--- config.mk ---
export PLATFORM = sky130hd
export DESIGN_NAME = apb_master_flat
export DESIGN_NICKNAME = d
export VERILOG_FILES = /design/src/rtl/apb_master_if.sv /design/src/rtl/apb_master.sv /design/src/flat_wrapper.sv
export SDC_FILE = /design/constraint.sdc
export NUM_CORES = 1
export LEC_CHECK = 0
export CAP_MARGIN = 10
export CORE_MARGIN = 2
export CORE_UTILIZATION = 30
export CTS_CLUSTER_DIAMETER = 60
export DETAILED_ROUTE_END_ITERATION = 6
export GPL_ROUTABILITY_DRIVEN = 0
export PLACE_DENSITY = 0.64
export SLEW_MARGIN = 20
export SYNTH_ARGS = -nofsm -noshare
export SYNTH_HDL_FRONTEND = slang
export SYNTH_SLANG_ARGS = --single-unit
--- constraint.sdc ---
create_clock -name I_APBM_PCLK -period 1.9 [get_ports I_APBM_PCLK]
set_input_delay 0.38 -clock I_APBM_PCLK [delete_from_list [all_inputs] [get_ports I_APBM_PCLK]]
set_output_delay 0.38 -clock I_APBM_PCLK [all_outputs]
set_load 0.005 [all_outputs]
--- src/rtl/apb_master_if.sv ---
// Command, response and APB signal bundle for the APB initiator.
// The master modport is the initiator's view; the slave modport is the requester/bus side.
interface apb_master_if;
  logic        cmd_valid;
  logic        cmd_ready;
  logic        cmd_write;
  logic [31:0] cmd_addr;
  logic [31:0] cmd_wdata;
  logic        rsp_valid;
  logic [31:0] rsp_rdata;
  logic        rsp_err;
  logic        busy;
  logic [31:0] paddr;
  logic [31:0] pwdata;
  logic        pwrite;
  logic        psel;
  logic        penable;
  logic [31:0] prdata;
  logic        pready;

  modport master (
    input  cmd_valid, cmd_write, cmd_addr, cmd_wdata,
    input  prdata, pready,
    output cmd_ready, rsp_valid, rsp_rdata, rsp_err, busy,
    output paddr, pwdata, pwrite, psel, penable
  );

  modport slave (
    output cmd_valid, cmd_write, cmd_addr, cmd_wdata,
    output prdata, pready,
    input  cmd_ready, rsp_valid, rsp_rdata, rsp_err, busy,
    input  paddr, pwdata, pwrite, psel, penable
  );
endinterface

--- src/rtl/apb_master.sv ---
// APB initiator: single-beat commands become SETUP/ACCESS transfers,
// answered by a one-cycle response strobe with read data or timeout error.
module apb_master #(
  parameter int TIMEOUT   = 16,
  parameter int TIMEOUT_W = 8
) (
  input  logic I_APBM_PCLK,
  input  logic I_APBM_PRESET,
  apb_master_if.master bus
);

  typedef enum logic [1:0] {
    IDLE   = 2'd0,
    SETUP  = 2'd1,
    ACCESS = 2'd2
  } state_e;

  localparam logic [TIMEOUT_W-1:0] CNT_LAST =
    TIMEOUT_W'(TIMEOUT - 1);

  state_e                 state_q, state_d;
  logic [31:0]            paddr_q, paddr_d;
  logic [31:0]            pwdata_q, pwdata_d;
  logic                   pwrite_q, pwrite_d;
  logic                   rsp_valid_q, rsp_valid_d;
  logic [31:0]            rsp_rdata_q, rsp_rdata_d;
  logic                   rsp_err_q, rsp_err_d;
  logic [TIMEOUT_W-1:0]   cnt_q, cnt_d;

  always_comb begin
    state_d     = state_q;
    paddr_d     = paddr_q;
    pwdata_d    = pwdata_q;
    pwrite_d    = pwrite_q;
    rsp_valid_d = 1'b0;
    rsp_rdata_d = rsp_rdata_q;
    rsp_err_d   = rsp_err_q;
    cnt_d       = cnt_q;
    unique case (state_q)
      IDLE: begin
        if (bus.cmd_valid) begin
          paddr_d  = {bus.cmd_addr[31:2], 2'b00};
          pwdata_d = bus.cmd_wdata;
          pwrite_d = bus.cmd_write;
          state_d  = SETUP;
        end
      end
      SETUP: begin
        cnt_d   = '0;
        state_d = ACCESS;
      end
      ACCESS: begin
        if (bus.pready) begin
          state_d     = IDLE;
          rsp_valid_d = 1'b1;
          rsp_err_d   = 1'b0;
          rsp_rdata_d = pwrite_q ? 32'h0 : bus.prdata;
        end else if (TIMEOUT != 0 && cnt_q == CNT_LAST) begin
          state_d     = IDLE;
          rsp_valid_d = 1'b1;
          rsp_err_d   = 1'b1;
          rsp_rdata_d = 32'h0;
        end else if (!(&cnt_q)) begin
          cnt_d = cnt_q + 1'b1;
        end
      end
      default: state_d = IDLE;
    endcase
  end

  always_ff @(posedge I_APBM_PCLK) begin
    if (I_APBM_PRESET) begin
      state_q     <= IDLE;
      paddr_q     <= '0;
      pwdata_q    <= '0;
      pwrite_q    <= 1'b0;
      rsp_valid_q <= 1'b0;
      rsp_rdata_q <= '0;
      rsp_err_q   <= 1'b0;
      cnt_q       <= '0;
    end else begin
      state_q     <= state_d;
      paddr_q     <= paddr_d;
      pwdata_q    <= pwdata_d;
      pwrite_q    <= pwrite_d;
      rsp_valid_q <= rsp_valid_d;
      rsp_rdata_q <= rsp_rdata_d;
      rsp_err_q   <= rsp_err_d;
      cnt_q       <= cnt_d;
    end
  end

  // Handshake outputs decode straight from the registered state.
  assign bus.cmd_ready = (state_q == IDLE);
  assign bus.psel      = (state_q != IDLE);
  assign bus.penable   = (state_q == ACCESS);
  assign bus.busy      = (state_q != IDLE);
  assign bus.paddr     = paddr_q;
  assign bus.pwdata    = pwdata_q;
  assign bus.pwrite    = pwrite_q;
  assign bus.rsp_valid = rsp_valid_q;
  assign bus.rsp_rdata = rsp_rdata_q;
  assign bus.rsp_err   = rsp_err_q;

endmodule

--- src/flat_wrapper.sv ---
// flat-port wrapper written by rule: the top's interface ports become plain ports
module apb_master_flat 
#(
  parameter int TIMEOUT   = 16,
  parameter int TIMEOUT_W = 8
)
  (I_APBM_PCLK, I_APBM_PRESET, bus_cmd_valid, bus_cmd_write, bus_cmd_addr, bus_cmd_wdata, bus_prdata, bus_pready, bus_cmd_ready, bus_rsp_valid, bus_rsp_rdata, bus_rsp_err, bus_busy, bus_paddr, bus_pwdata, bus_pwrite, bus_psel, bus_penable);
  apb_master_if bus_i ();
  input  logic I_APBM_PCLK;
  input  logic I_APBM_PRESET;
  input wire logic [$bits(bus_i.cmd_valid)-1:0] bus_cmd_valid;
  input wire logic [$bits(bus_i.cmd_write)-1:0] bus_cmd_write;
  input wire logic [$bits(bus_i.cmd_addr)-1:0] bus_cmd_addr;
  input wire logic [$bits(bus_i.cmd_wdata)-1:0] bus_cmd_wdata;
  input wire logic [$bits(bus_i.prdata)-1:0] bus_prdata;
  input wire logic [$bits(bus_i.pready)-1:0] bus_pready;
  output wire logic [$bits(bus_i.cmd_ready)-1:0] bus_cmd_ready;
  output wire logic [$bits(bus_i.rsp_valid)-1:0] bus_rsp_valid;
  output wire logic [$bits(bus_i.rsp_rdata)-1:0] bus_rsp_rdata;
  output wire logic [$bits(bus_i.rsp_err)-1:0] bus_rsp_err;
  output wire logic [$bits(bus_i.busy)-1:0] bus_busy;
  output wire logic [$bits(bus_i.paddr)-1:0] bus_paddr;
  output wire logic [$bits(bus_i.pwdata)-1:0] bus_pwdata;
  output wire logic [$bits(bus_i.pwrite)-1:0] bus_pwrite;
  output wire logic [$bits(bus_i.psel)-1:0] bus_psel;
  output wire logic [$bits(bus_i.penable)-1:0] bus_penable;
  assign bus_i.cmd_valid = bus_cmd_valid;
  assign bus_i.cmd_write = bus_cmd_write;
  assign bus_i.cmd_addr = bus_cmd_addr;
  assign bus_i.cmd_wdata = bus_cmd_wdata;
  assign bus_i.prdata = bus_prdata;
  assign bus_i.pready = bus_pready;
  assign bus_cmd_ready = bus_i.cmd_ready;
  assign bus_rsp_valid = bus_i.rsp_valid;
  assign bus_rsp_rdata = bus_i.rsp_rdata;
  assign bus_rsp_err = bus_i.rsp_err;
  assign bus_busy = bus_i.busy;
  assign bus_paddr = bus_i.paddr;
  assign bus_pwdata = bus_i.pwdata;
  assign bus_pwrite = bus_i.pwrite;
  assign bus_psel = bus_i.psel;
  assign bus_penable = bus_i.penable;
  apb_master #(.TIMEOUT(TIMEOUT), .TIMEOUT_W(TIMEOUT_W)) u_core (.I_APBM_PCLK(I_APBM_PCLK), .I_APBM_PRESET(I_APBM_PRESET), .bus(bus_i));
endmodule
==> impl_metrics.tcl <==
set metrics [dict create \
    result_of_the_run "finished, final reports clean" \
    num_antenna_cells 0 \
    min_path_cells 2 \
    drv.max_cap_violation_count 0 \
    post-route-util 0.509 \
    dr.first_iter.drc_count 201 \
    worstSetupEndpointType "output pin" \
    final_antenna_net_count 0 \
    fmaxAchievable_mhz 556 \
    min_period_over_period 0.946 \
    ys_seq_area_frac 0.541 \
    timing.critical_path.fanout_max 7 \
    grt_usage 0.160 \
    vias 3991 \
    design.portCount 204 \
    first_global_vias 3893 \
    detail_routed_via_count_per_cell 4.65 \
    worstSkewPairLatency_ns 0.35 \
    wirelength_mm 11.3 \
    crit_path_start_kind "flip-flop" \
    clock_tree.buffer_depth 2 \
    detailed_place_hpwl_mm 7.91 \
    max-vdd-ir-drop_mv 0.517 \
    synth_enable_flop_cells 0 \
    cts_num_sinks 107 \
    area_of_the_mapped_netlist_um2 3960 \
    die_area_um2 14100 \
    fin_worst_skew_ns 0.00518 \
    synth_largest_type_area_fraction 0.541 \
    period_minus_slack_ns 1.80 \
    firstDrtPassIters 4 \
    final_nets 784 \
    worst_r2r_path_depth 5 \
    synth.top_cells.by_count "sky130_fd_sc_hd__nand2_1 (164), sky130_fd_sc_hd__dfxtp_1 (107), sky130_fd_sc_hd__a21oi_1 (101)" \
    setup_tns_ns 0 \
    dp_cells 843 \
    cellPowerDensity_nw_per_um2 776 \
    width_of_the_chip_um 119 \
    syn_inst 498 \
    layout.cells.non_filler 859 \
    timing.hold.worst.class "flip-flop to flip-flop" \
    power.leakage_nw 2.30 \
    worstPathRequired_ns 1.52 \
    floorplan.die.height_um 119 \
    report.final.setup_viol 0 \
    rrSetupSlack_ns 0.17 \
    post_synth.cell_area_avg_um2 7.95 \
    start_util 0.310 \
    floorplan.rows 41 \
    layout-area-overhead-vs-synth_pct 64.1 \
    pin_count_of_the_biggest_net_entering_global_routing 63 \
    whs_endpoint "u_core.bus.paddr[27]$_SDFFE_PP0P_" \
    drcViolationCount 0 \
    clock_pin_slew_on_the_worst_setup_and_hold_paths_ns 0.07 \
    clock-root-buffer "sky130_fd_sc_hd__clkbuf_16" \
    drive_above_1_share 0.0626 \
    synth_largest_area_cell "sky130_fd_sc_hd__dfxtp_1" \
    timing.rr.end "u_core.cnt_q[4]$_SDFFE_PP0P_" \
    postSynth.asyncResetShare 0 \
    synth_ff_type "sky130_fd_sc_hd__dfxtp_1" \
    cts_made_buffers 9 \
    wl_per_cell_um 13.2 \
    wire_length_of_the_first_global_routing_pass_mm 18.6 \
    synth-warning-count 0 \
    antenna_found_initial 0 \
    synth_most_common_cell "sky130_fd_sc_hd__nand2_1" \
    grt.overflow.total 0 \
    setup.worst_path.class "flip-flop to output pin" \
    cts-htree-levels 3 \
    numPortBuffers 199 \
    cts_tree "built" \
    yosys-top-cells-area "sky130_fd_sc_hd__dfxtp_1 (54%), sky130_fd_sc_hd__nand2_1 (16%), sky130_fd_sc_hd__a21oi_1 (13%), sky130_fd_sc_hd__o21ai_0 (3.7%), sky130_fd_sc_hd__clkbuf_1 (3.0%)" \
    postSynthRegisterBits 107 \
    grt_setup_unrepaired "false" \
    worstReg2RegStart "u_core.cnt_q[0]$_SDFFE_PP0P_" \
    slew_viols_final 0 \
    worstHoldStart "u_core.bus.paddr[27]$_SDFFE_PP0P_" \
    synth.lib_cells_used.distinct 38 \
    final_hold_violation_count 0 \
    worst_ep_arrival_time_ns 1.42 \
    floorplan.core_area_um2 12800 \
]
routing by layer:
layer | routed length (um) | vias up | track usage
met5 | 0 | - | 0
met4 | 159 | 0 | 0.0484
met3 | 981 | 11 | 0.0747
met2 | 5600 | 128 | 0.269
met1 | 4580 | 1828 | 0.181
li1 | - | 2024 | -
worst max-delay path, stage by stage, from the launching register on:
cell	delay [ns]
sky130_fd_sc_hd__dfxtp_2	0.36
sky130_fd_sc_hd__nor2_4	0.17
sky130_fd_sc_hd__clkdlybuf4s50_1	0.54
sequential cells by signal (all words and copies together) (netlist names):
register              count
u_core.bus.pwdata        32
u_core.bus.rsp_rdata     32
u_core.bus.rsp_err        1
u_core.bus.rsp_valid      1
u_core.bus.pwrite         1
u_core.bus.paddr         30
u_core.state_q            2
u_core.cnt_q              8
area by class of cell:
class	instances	area, um^2
clock inverters	6	65.1
multi-input cells	347	1650
inverters	4	15.0
repair buffers	213	2170
well taps	172	215
fillers	1196	6280
clock buffers	10	239
flip-flops and latches	107	2150
cell usage in the layout (no fill, tap or decap), types with 2 or more instances in the layout:
master	netlist	layout
sky130_fd_sc_hd__clkdlybuf4s50_1	0	197
sky130_fd_sc_hd__a21oi_1	101	101
sky130_fd_sc_hd__dfxtp_1	107	104
sky130_fd_sc_hd__o21a_1	4	4
sky130_fd_sc_hd__o21ai_0	29	29
sky130_fd_sc_hd__nor2_1	4	3
sky130_fd_sc_hd__clkbuf_16	0	9
sky130_fd_sc_hd__or3b_1	2	2
sky130_fd_sc_hd__o21ai_1	4	4
sky130_fd_sc_hd__conb_1	1	2
sky130_fd_sc_hd__nand2b_1	3	3
sky130_fd_sc_hd__nor3_1	3	3
sky130_fd_sc_hd__inv_1	4	4
sky130_fd_sc_hd__a31oi_1	3	3
sky130_fd_sc_hd__clkinv_4	0	2
sky130_fd_sc_hd__o211ai_1	4	4
sky130_fd_sc_hd__dfxtp_2	0	3
sky130_fd_sc_hd__nand3_1	4	4
sky130_fd_sc_hd__clkinv_2	0	2
sky130_fd_sc_hd__nand2_1	164	163
sky130_fd_sc_hd__buf_4	3	9
sky130_fd_sc_hd__buf_12	0	6
sky130_fd_sc_hd__or3_1	2	2
power by group:
group / switching [mW] / internal [mW]
Sequential: 0.0552 / 2.35
Combinational: 0.304 / 0.459
Clock: 0.821 / 1.06
timing repair:
action                     4_1_cts  5_1_grt
hold buffers                     0        0
setup endpoints to repair        4        4
resized for setup                3        5
setup buffers                    0        0
metrics by stage:
step / power [mW] / setup WS, ns / instance area [um^2] / hold slack, ns
CTS: 5.14 / 0.000410 / 6480 / 0.453
global route: 5.28 / 0.0333 / 6500 / 0.479
detailed placement: 3.22 / -0.0812 / 6180 / 0.446
floorplan: 2.71 / 0.213 / 3960 / 0.453
global placement: 3.21 / -0.0600 / 6180 / 0.441
finish: 5.04 / 0.103 / 6500 / 0.453
worst max-delay path by stage:
stage | from | end | slack [ns] | depth (start not counted)
2_1_floorplan | u_core.cnt_q[0]$_SDFFE_PP0P_ | u_core.cnt_q[4]$_SDFFE_PP0P_ | 0.21 | 6
3_3_place_gp | bus_pready | u_core.cnt_q[7]$_SDFFE_PP0P_ | -0.06 | 6
3_5_place_dp | bus_pready | u_core.cnt_q[0]$_SDFFE_PP0P_ | -0.08 | 5
4_1_cts | u_core.state_q[1]$_SDFFE_PP0P_ | bus_cmd_ready | 0.0004 | 2
5_1_grt | u_core.cnt_q[1]$_SDFFE_PP0P_ | u_core.cnt_q[4]$_SDFFE_PP0P_ | 0.03 | 5
6_report | u_core.state_q[1]$_SDFFE_PP0P_ | bus_cmd_ready | 0.10 | 2
cells by family (layout without fill, tap and decap cells):
| group | after synthesis | count (layout) | share of synthesized area |
|---|---|---|---|
| AOI/OAI and AO/OA | 151 | 151 | 0.203 |
| adders and majority gates | 1 | 1 | 0.00316 |
| buffers and inverters | 45 | 233 | 0.0490 |
| DFF | 107 | 107 | 0.541 |
| other | 1 | 2 | 0.000947 |
| and+or+nand+nor | 193 | 193 | 0.203 |
No activity file was read; power rests on OpenSTA's default activity.
